**src/rtl/rf_wb_arbiter_pkg.sv**
```systemverilog
// rf_wb_arbiter_pkg: shared widths, defaults and grant encoding for the writeback arbiter slice.
package rf_wb_arbiter_pkg;
   localparam int REG_IDX_W = 4;
   localparam int NUM_REGS = 16;
   localparam int DATA_W = 32;
   typedef enum logic {GRANT_ALU, GRANT_LSU} grant_t;
endpackage

```
**src/rtl/rf_wb_arbiter_if.sv**
```systemverilog
// rf_wb_arbiter_if: writeback requests, issue-stage marks, hazard queries and register-file write port.
interface rf_wb_arbiter_if #(
   parameter int DATA_W = rf_wb_arbiter_pkg::DATA_W,
   parameter int NUM_REGS = rf_wb_arbiter_pkg::NUM_REGS
);
   import rf_wb_arbiter_pkg::*;
   logic alu_valid;
   logic alu_ready;
   logic [REG_IDX_W-1:0] alu_rd;
   logic [DATA_W-1:0] alu_wd;
   logic lsu_valid;
   logic lsu_ready;
   logic [REG_IDX_W-1:0] lsu_rd;
   logic [DATA_W-1:0] lsu_wd;
   logic mark_valid;
   logic mark_ready;
   logic [REG_IDX_W-1:0] mark_rd;
   logic [REG_IDX_W-1:0] q_rs1;
   logic [REG_IDX_W-1:0] q_rs2;
   logic [REG_IDX_W-1:0] q_rs3;
   logic hazard;
   logic [REG_IDX_W-1:0] RD;
   logic [DATA_W-1:0] WD;
   logic wr_enable;
   logic [NUM_REGS-1:0] busy;
   modport master (
      output alu_valid, alu_rd, alu_wd, lsu_valid, lsu_rd, lsu_wd,
             mark_valid, mark_rd, q_rs1, q_rs2, q_rs3,
      input  alu_ready, lsu_ready, mark_ready, hazard, RD, WD, wr_enable, busy
   );
   modport slave (
      input  alu_valid, alu_rd, alu_wd, lsu_valid, lsu_rd, lsu_wd,
             mark_valid, mark_rd, q_rs1, q_rs2, q_rs3,
      output alu_ready, lsu_ready, mark_ready, hazard, RD, WD, wr_enable, busy
   );
endinterface

```
**src/rtl/rf_wb_arbiter_scoreboard.sv**
```systemverilog
// rf_scoreboard: pending-write vector with issue-stage marks, writeback clears and source hazard decode.
module rf_scoreboard #(
   parameter int NUM_REGS = rf_wb_arbiter_pkg::NUM_REGS
) (
   input  logic clk,
   input  logic rst_n,
   input  logic i_mark_valid,
   output logic o_mark_ready,
   input  logic [rf_wb_arbiter_pkg::REG_IDX_W-1:0] i_mark_rd,
   input  logic i_clr_en,
   input  logic [rf_wb_arbiter_pkg::REG_IDX_W-1:0] i_clr_rd,
   input  logic [rf_wb_arbiter_pkg::REG_IDX_W-1:0] i_q_rs1,
   input  logic [rf_wb_arbiter_pkg::REG_IDX_W-1:0] i_q_rs2,
   input  logic [rf_wb_arbiter_pkg::REG_IDX_W-1:0] i_q_rs3,
   output logic o_hazard,
   output logic [NUM_REGS-1:0] o_busy
);
   import rf_wb_arbiter_pkg::*;
   logic [NUM_REGS-1:0] r_busy;
   logic [NUM_REGS-1:0] w_set;
   logic [NUM_REGS-1:0] w_clr;
   // Index 0 is never set, so it reads idle and never stalls a mark.
   always_comb begin
      w_set = '0;
      w_clr = '0;
      o_mark_ready = ~r_busy[i_mark_rd];
      if (i_mark_valid && o_mark_ready && i_mark_rd != '0) w_set[i_mark_rd] = 1'b1;
      if (i_clr_en) w_clr[i_clr_rd] = 1'b1;
      o_hazard = r_busy[i_q_rs1] | r_busy[i_q_rs2] | r_busy[i_q_rs3];
   end
   always_ff @(posedge clk or negedge rst_n)
      if (!rst_n) r_busy <= '0;
      else r_busy <= (r_busy & ~w_clr) | w_set;
   assign o_busy = r_busy;
endmodule

```
**src/rtl/rf_wb_arbiter.sv**
```systemverilog
// rf_wb_arbiter: round-robin ALU/LSU writeback arbiter with one-cycle output staging
// and a register scoreboard for issue-stage hazard checks.
module rf_wb_arbiter #(
   parameter int DATA_W = rf_wb_arbiter_pkg::DATA_W,
   parameter int NUM_REGS = rf_wb_arbiter_pkg::NUM_REGS
) (
   input logic clk,
   input logic rst_n,
   rf_wb_arbiter_if.slave bus
);
   import rf_wb_arbiter_pkg::*;
   grant_t r_last_grant;
   logic r_wen;
   logic [REG_IDX_W-1:0] r_rd;
   logic [DATA_W-1:0] r_wd;
   logic w_alu_fire;
   logic w_lsu_fire;
   // On conflict the side not granted last wins; last_grant only moves on a transfer.
   always_comb begin
      bus.alu_ready = bus.alu_valid & (~bus.lsu_valid | (r_last_grant == GRANT_LSU));
      bus.lsu_ready = bus.lsu_valid & (~bus.alu_valid | (r_last_grant == GRANT_ALU));
      w_alu_fire = bus.alu_valid & bus.alu_ready;
      w_lsu_fire = bus.lsu_valid & bus.lsu_ready;
   end
   always_ff @(posedge clk or negedge rst_n)
      if (!rst_n) begin
         r_last_grant <= GRANT_LSU;
         r_wen <= 1'b0;
         r_rd <= '0;
         r_wd <= '0;
      end else begin
         r_wen <= w_alu_fire | w_lsu_fire;
         if (w_alu_fire | w_lsu_fire) begin
            r_last_grant <= w_alu_fire ? GRANT_ALU : GRANT_LSU;
            r_rd <= w_alu_fire ? bus.alu_rd : bus.lsu_rd;
            r_wd <= w_alu_fire ? bus.alu_wd : bus.lsu_wd;
         end
      end
   assign bus.RD = r_rd;
   assign bus.WD = r_wd;
   assign bus.wr_enable = r_wen;
   rf_scoreboard #(.NUM_REGS(NUM_REGS)) u_sb (
      .clk(clk),
      .rst_n(rst_n),
      .i_mark_valid(bus.mark_valid),
      .o_mark_ready(bus.mark_ready),
      .i_mark_rd(bus.mark_rd),
      .i_clr_en(r_wen),
      .i_clr_rd(r_rd),
      .i_q_rs1(bus.q_rs1),
      .i_q_rs2(bus.q_rs2),
      .i_q_rs3(bus.q_rs3),
      .o_hazard(bus.hazard),
      .o_busy(bus.busy)
   );
endmodule

```
**src/flat_wrapper.sv**
```systemverilog
// flat-port wrapper written by rule: the top's interface ports become plain ports
module rf_wb_arbiter_flat import rf_wb_arbiter_pkg::*;
#(
   parameter int DATA_W = rf_wb_arbiter_pkg::DATA_W,
   parameter int NUM_REGS = rf_wb_arbiter_pkg::NUM_REGS
)
  (clk, rst_n, bus_alu_valid, bus_alu_rd, bus_alu_wd, bus_lsu_valid, bus_lsu_rd, bus_lsu_wd, bus_mark_valid, bus_mark_rd, bus_q_rs1, bus_q_rs2, bus_q_rs3, bus_alu_ready, bus_lsu_ready, bus_mark_ready, bus_hazard, bus_RD, bus_WD, bus_wr_enable, bus_busy);
  rf_wb_arbiter_if #(.DATA_W(DATA_W), .NUM_REGS(NUM_REGS)) bus_i ();
  input logic clk;
  input logic rst_n;
  input wire logic [$bits(bus_i.alu_valid)-1:0] bus_alu_valid;
  input wire logic [$bits(bus_i.alu_rd)-1:0] bus_alu_rd;
  input wire logic [$bits(bus_i.alu_wd)-1:0] bus_alu_wd;
  input wire logic [$bits(bus_i.lsu_valid)-1:0] bus_lsu_valid;
  input wire logic [$bits(bus_i.lsu_rd)-1:0] bus_lsu_rd;
  input wire logic [$bits(bus_i.lsu_wd)-1:0] bus_lsu_wd;
  input wire logic [$bits(bus_i.mark_valid)-1:0] bus_mark_valid;
  input wire logic [$bits(bus_i.mark_rd)-1:0] bus_mark_rd;
  input wire logic [$bits(bus_i.q_rs1)-1:0] bus_q_rs1;
  input wire logic [$bits(bus_i.q_rs2)-1:0] bus_q_rs2;
  input wire logic [$bits(bus_i.q_rs3)-1:0] bus_q_rs3;
  output wire logic [$bits(bus_i.alu_ready)-1:0] bus_alu_ready;
  output wire logic [$bits(bus_i.lsu_ready)-1:0] bus_lsu_ready;
  output wire logic [$bits(bus_i.mark_ready)-1:0] bus_mark_ready;
  output wire logic [$bits(bus_i.hazard)-1:0] bus_hazard;
  output wire logic [$bits(bus_i.RD)-1:0] bus_RD;
  output wire logic [$bits(bus_i.WD)-1:0] bus_WD;
  output wire logic [$bits(bus_i.wr_enable)-1:0] bus_wr_enable;
  output wire logic [$bits(bus_i.busy)-1:0] bus_busy;
  assign bus_i.alu_valid = bus_alu_valid;
  assign bus_i.alu_rd = bus_alu_rd;
  assign bus_i.alu_wd = bus_alu_wd;
  assign bus_i.lsu_valid = bus_lsu_valid;
  assign bus_i.lsu_rd = bus_lsu_rd;
  assign bus_i.lsu_wd = bus_lsu_wd;
  assign bus_i.mark_valid = bus_mark_valid;
  assign bus_i.mark_rd = bus_mark_rd;
  assign bus_i.q_rs1 = bus_q_rs1;
  assign bus_i.q_rs2 = bus_q_rs2;
  assign bus_i.q_rs3 = bus_q_rs3;
  assign bus_alu_ready = bus_i.alu_ready;
  assign bus_lsu_ready = bus_i.lsu_ready;
  assign bus_mark_ready = bus_i.mark_ready;
  assign bus_hazard = bus_i.hazard;
  assign bus_RD = bus_i.RD;
  assign bus_WD = bus_i.WD;
  assign bus_wr_enable = bus_i.wr_enable;
  assign bus_busy = bus_i.busy;
  rf_wb_arbiter #(.DATA_W(DATA_W), .NUM_REGS(NUM_REGS)) u_core (.clk(clk), .rst_n(rst_n), .bus(bus_i));
endmodule
```
**config.mk**
```make
export PLATFORM = sky130hd
export DESIGN_NAME = rf_wb_arbiter_flat
export DESIGN_NICKNAME = d
export VERILOG_FILES = /design/src/rtl/rf_wb_arbiter_pkg.sv /design/src/rtl/rf_wb_arbiter_if.sv /design/src/rtl/rf_wb_arbiter_scoreboard.sv /design/src/rtl/rf_wb_arbiter.sv /design/src/flat_wrapper.sv
export SDC_FILE = /design/constraint.sdc
export NUM_CORES = 1
export LEC_CHECK = 0
export BUFFER_PORTS_ARGS = -buffer_cell sky130_fd_sc_hd__buf_2
export CAP_MARGIN = 40
export CORE_UTILIZATION = 46
export DETAILED_ROUTE_END_ITERATION = 10
export GPL_ROUTABILITY_DRIVEN = 0
export PLACE_DENSITY = 0.82
export SYNTH_ARGS = -nofsm -noshare
export SYNTH_HDL_FRONTEND = slang
export SYNTH_SLANG_ARGS = --single-unit
```
**constraint.sdc**
```tcl
create_clock -name clk -period 2.9 [get_ports clk]
set_input_delay 0.58 -clock clk [delete_from_list [all_inputs] [get_ports clk]]
set_output_delay 0.58 -clock clk [all_outputs]
set_load 0.02 [all_outputs]
```
# Word-level counts from Yosys, hierarchy flattened
# Index checks and enable logic that the tools add are counted.
[totals]
ram_bits = 0
memories = 0
latch_bits = 0
wordCells = 50
romBits = 0
regBits = 54
output_inout_bits = 57
[classes]
n_lt_le_gt_ge = 7
muxes = 17
reduce_logical = 5
shift = 0
n_eq_ne = 0
bitwise_logic = 16
n_addsub = 0
mul = 0
n_div = 0
[op_table]
columns = ["operator", "n"]
rows = [
  ["$mux W16", 2],
  ["$mux W32", 1],
  ["$lt A4 B5 Y1 const B", 5],
  ["$and A16 B16 Y16", 1],
  ["$bmux W1 S4", 4],
  ["$not A16 Y16", 1],
  ["$or A16 B16 Y16", 1],
  ["$demux W1 S4", 2],
  ["$ge A4 B1 Y1 const B", 2],
  ["$mux W1", 7],
  ["$or A1 B1 Y1", 5],
  ["$and A1 B1 Y1", 4],
  ["$logic_and A1 B1 Y1", 4],
  ["$mux W4", 1],
  ["$not A1 Y1", 4],
  ["$reduce_bool A4 Y1", 1],
]

# Logic depth before layout (Yosys ltp)
[logic_depth]
ltp_word = 8
depth_mapped = 7
ltp_nobuf = 5

# Modules after synthesis
# Synthesis repeated with hierarchy kept, for this count alone.
[unflattened]
hier_cells = 281
hier_area_um2 = 3303.2
[modules_own_cells]
columns = ["mod", "instances", "cells_each", "seq_area_each_um2", "area_per_inst_um2"]
rows = [
  ["rf_wb_arbiter", 1, 175, 952.2, 2098.3],
  ["rf_scoreboard", 1, 106, 400.4, 1204.9],
]

# Worst setup path after synthesis
# Ideal clock, no wire load.
[synth_timing]
path_type = "in2out"
from = "input bus_q_rs1[1]"
to = "output bus_hazard"
t_arrival_ns = 2.016
slack_ns = 0.304
cell_stages = 3
path_buffers = 0
cell_sequence = "mux4_1 mux4_2 or3_1"
[synth_via]
elab_chain_len = 4
[synth_rtl]
columns = ["item", "line", "source"]
rows = [
  ["from (decl)", "flat_wrapper.sv:19", "input wire logic [$bits(bus_i.q_rs1)-1:0] bus_q_rs1;"],
  ["$bmux W1 S4", "rf_wb_arbiter_scoreboard.sv:29", "o_hazard = r_busy[i_q_rs1] | r_busy[i_q_rs2] | r_busy[i_q_rs3];"],
  ["$mux W1 (implied by the code)", "rf_wb_arbiter_scoreboard.sv:29", ""],
  ["$or A1 B1 Y1 (2 in a row)", "rf_wb_arbiter_scoreboard.sv:29", ""],
  ["to (decl)", "flat_wrapper.sv:25", "output wire logic [$bits(bus_i.hazard)-1:0] bus_hazard;"],
]
# Every way passes these cells. The select of a mux whose other input is x is not followed.

# Worst setup path in the final report
# Ends and elaborated chain as after synthesis.

==> metrics.csv <==
stage,metric,value,unit
critical_path,max_stage_delay,0.53,ns
cts,ctsHoldBuffers,0,
critical_path,critPathRequiredTime,2.32,ns
power,p_int,1.637,mW
route,totalWireLength,8.304,mm
cts,clockBufferDepth,2,
timing,rsz0062_at_grt,false,
cts,cts_buffers,5,
final_layout,design_area,3872,sq um
cts,cts.clk_slew.worst_paths,0.10,ns
timing,period_needed,2.841,ns
synth,async_reset_ff_share,100.0,%
place,dp_hpwl,6.213,mm
power,p_leak,1.830,nW
synth,synth_commonest_cells,"dfrtp_1 (53), o21ai_0 (49), nor2_1 (42)",
power,power.share.switching,38.87,%
timing,tightest_slew,0.6549,ns
timing,tns,0,ns
floorplanning,dieArea,6663,sq um
synth,syn_nets,388,
critical_path,cp-startpoint,bus_q_rs1[1],
timing,slew_headroom,56.34,%
route,drt_first_pass_iters,4,
cts,clkSinkCount,54,
timing,hold_violations,0,
power,combPwrFrac,42.2,%
critical_path,crit_chain,"clkbuf_4, mux4_1, mux4_2, or3_4, buf_6",
critical_path,cp-end-kind,primary output,
synth,netlist_area,2917,sq um
timing,min_period_over_period,97.97,%
floorplanning,dieHeight,81.63,um
synth,syn_inst,295,
synth,ys_ff_latch,54,
place,placed_cell_area,3725,sq um
floorplanning,fp-row-count,28,
final_layout,areaGrowthSynthToFinish,32.78,%
global_routing,grt-ovfl-total,0,
route,drt-initial-drc-count,192,
floorplanning,die_w,81.63,um
synth,synthFlopType,dfrtp_1,
power,pwr-share-clk,14.9,%
floorplanning,core,6026,sq um
run,cap_viol_max_count,0,
floorplanning,io_pins,150,
min_path,holdCritPathClass,primary input to asynchronous set/reset pin,
route,drc,0,
power,ir_drop,0.4695,mV
global_routing,gr-usage-all-layers,25.49,%
critical_path,cp-start-kind,primary input,
global_routing,grt_max_degree,55,
synth,avgSynthCellArea,9.887,sq um
cts,cts_tree,built,
critical_path,cp_slowest_cell,mux4_1,
critical_path,cp.arrival,2.26,ns
timing,fmax,0.3520,GHz
final_layout,finish.utilization,64.27,%
cts,h-tree-depth,2,
synth,yosys.area.top_type,dfrtp_1,
synth,yosysUniqueCellTypes,23,
power,p_sw,1.041,mW
power,seqPwrFrac,42.9,%
route,final_antenna_net_count,0,
synth,ys_warn_count,0,
synth,synth_edf_count,0,
power,power.density,691.6,nW/um^2
route,routed-via-count,2930,
timing,fin_ws,0.05894,ns
route,via_per_inst,5.624,
critical_path,cp_max_fo,4,
global_routing,grt_pass1_wl,12.74,mm
timing,clock_skew,0.01391,ns
cts,root_buffer,clkbuf_8,
timing,setup_viol,0,
synth,synth_top_cell_area_share,45.47,%
global_routing,antenna_found_initial,0,
place,dp_slack,0.06436,ns
synth,synth_seq_area_share,46.37,%
timing,maxSlewViolCount,0,
synth,synth_most_common_cell,dfrtp_1,
run_status,status,finished clean,
final_layout,diodes,0,
floorplanning,initial_utilization,48.40,%
final_layout,drive_above_1_share,44.84,%
critical_path,worstSetupPathType,primary input to primary output,
place,numPortBuffers,149,
route,wire_per_inst,15.94,um
critical_path,rr_startpoint,u_core.u_sb.o_busy[4],
cts,clock_latency,0.30,ns
final_layout,fin_nets,538,
synth,synth_area_leaders,"dfrtp_1 (45%), mux4_2 (9.3%), o21ai_0 (8.4%), nor2_1 (5.4%), o22ai_1 (5.4%)",
global_routing,first_global_vias,2790,
[registers in the layout, summed over array words and instances (netlist names)]
name / cells
u_core.u_sb.o_busy: 16
u_core.bus.wr_enable: 1
u_core.r_last_grant: 1
u_core.bus.WD: 32
u_core.bus.RD: 4
[timing repair]
item                       4_1_cts  5_1_grt
setup endpoints to repair        0        1
resized for setup                0       12
buffers inserted                 0        6
hold endpoints to repair         0        0
[per-stage QoR]
stage	hold slack, ns	total power [mW]	std cells
6_report	0.3759	2.678	521
5_1_grt	0.4405	2.842	521
4_1_cts	0.4048	2.621	515
3_5_place_dp	0.5069	2.218	507
3_3_place_gp	0.4965	2.176	507
2_1_floorplan	0.2844	1.785	295
[worst paths after layout]
check	endpoint	slack, ns	cells past startpoint
max in group asynchronous	u_core.u_sb.o_busy[14]	2.03	2
worst max register to register	u_core.u_sb.o_busy[5]	1.07	4
worst min register to register	u_core.bus.WD[11]	0.53	2
min in group clk	u_core.bus.RD[3]	0.47	3
worst max-delay path	bus_hazard	0.06	5
worst min-delay path	u_core.bus.WD[13]	0.38	2
[worst max-delay path, delay by kind of cell]
kind          cells  cell delay, ns
buf+inv           2            0.28
mux               2            1.00
simple gates      1            0.39
[routing by layer]
metal	share of wire [%]	vias up	track usage (%)
met4	1.3	0	9.123
met5	0	-	0
met1	38	1408	29.18
met3	7.6	13	6.889
met2	53	134	45.50
li1	-	1375	-
[cell usage in the layout (no fill, tap or decap), types with 2 or more instances in the layout]
master    count
buf_2       147
o21ai_0      49
dfrtp_1      46
nor2_1       42
o22ai_1      25
a21oi_1      22
nand2_1      21
nand2b_1     16
mux4_2       13
buf_4        10
mux2_2        8
dfrtp_2       7
mux2i_1       6
nand3b_1      5
clkbuf_8      5
inv_1         4
or3b_2        3
mux4_1        3
nand3_1       2
or2_2         2
clkbuf_1      2
[logic make-up after synthesis]
| group | share of synthesized area (%) |
|---|---|
| DFF | 46.38 |
| muxes | 18.02 |
| buffers and inverters | 2.616 |
| AOI/OAI and AO/OA | 17.80 |
| and+or+nand+nor | 15.19 |
[power by group through the flow]
stage / combinational, mW / sequential (mW) / clock [mW]
4_1_cts: 1.07 / 1.14 / 0.415
3_3_place_gp: 1.04 / 1.14 / 0
3_5_place_dp: 1.06 / 1.15 / 0
5_1_grt: 1.23 / 1.17 / 0.442
2_1_floorplan: 0.490 / 1.29 / 0
6_report: 1.13 / 1.15 / 0.398
[area by class of cell]
class	instances	area (sq um)
Sequential cell	54	1361
Inverter	4	15.01
Multi-Input combinational cell	221	1489
Timing Repair Buffer	159	829.5
Fill cell	497	2153
Clock inverter	1	7.507
Tap cell	75	93.84
Clock buffer	7	76.32
No activity file was read; power rests on OpenSTA's default activity.
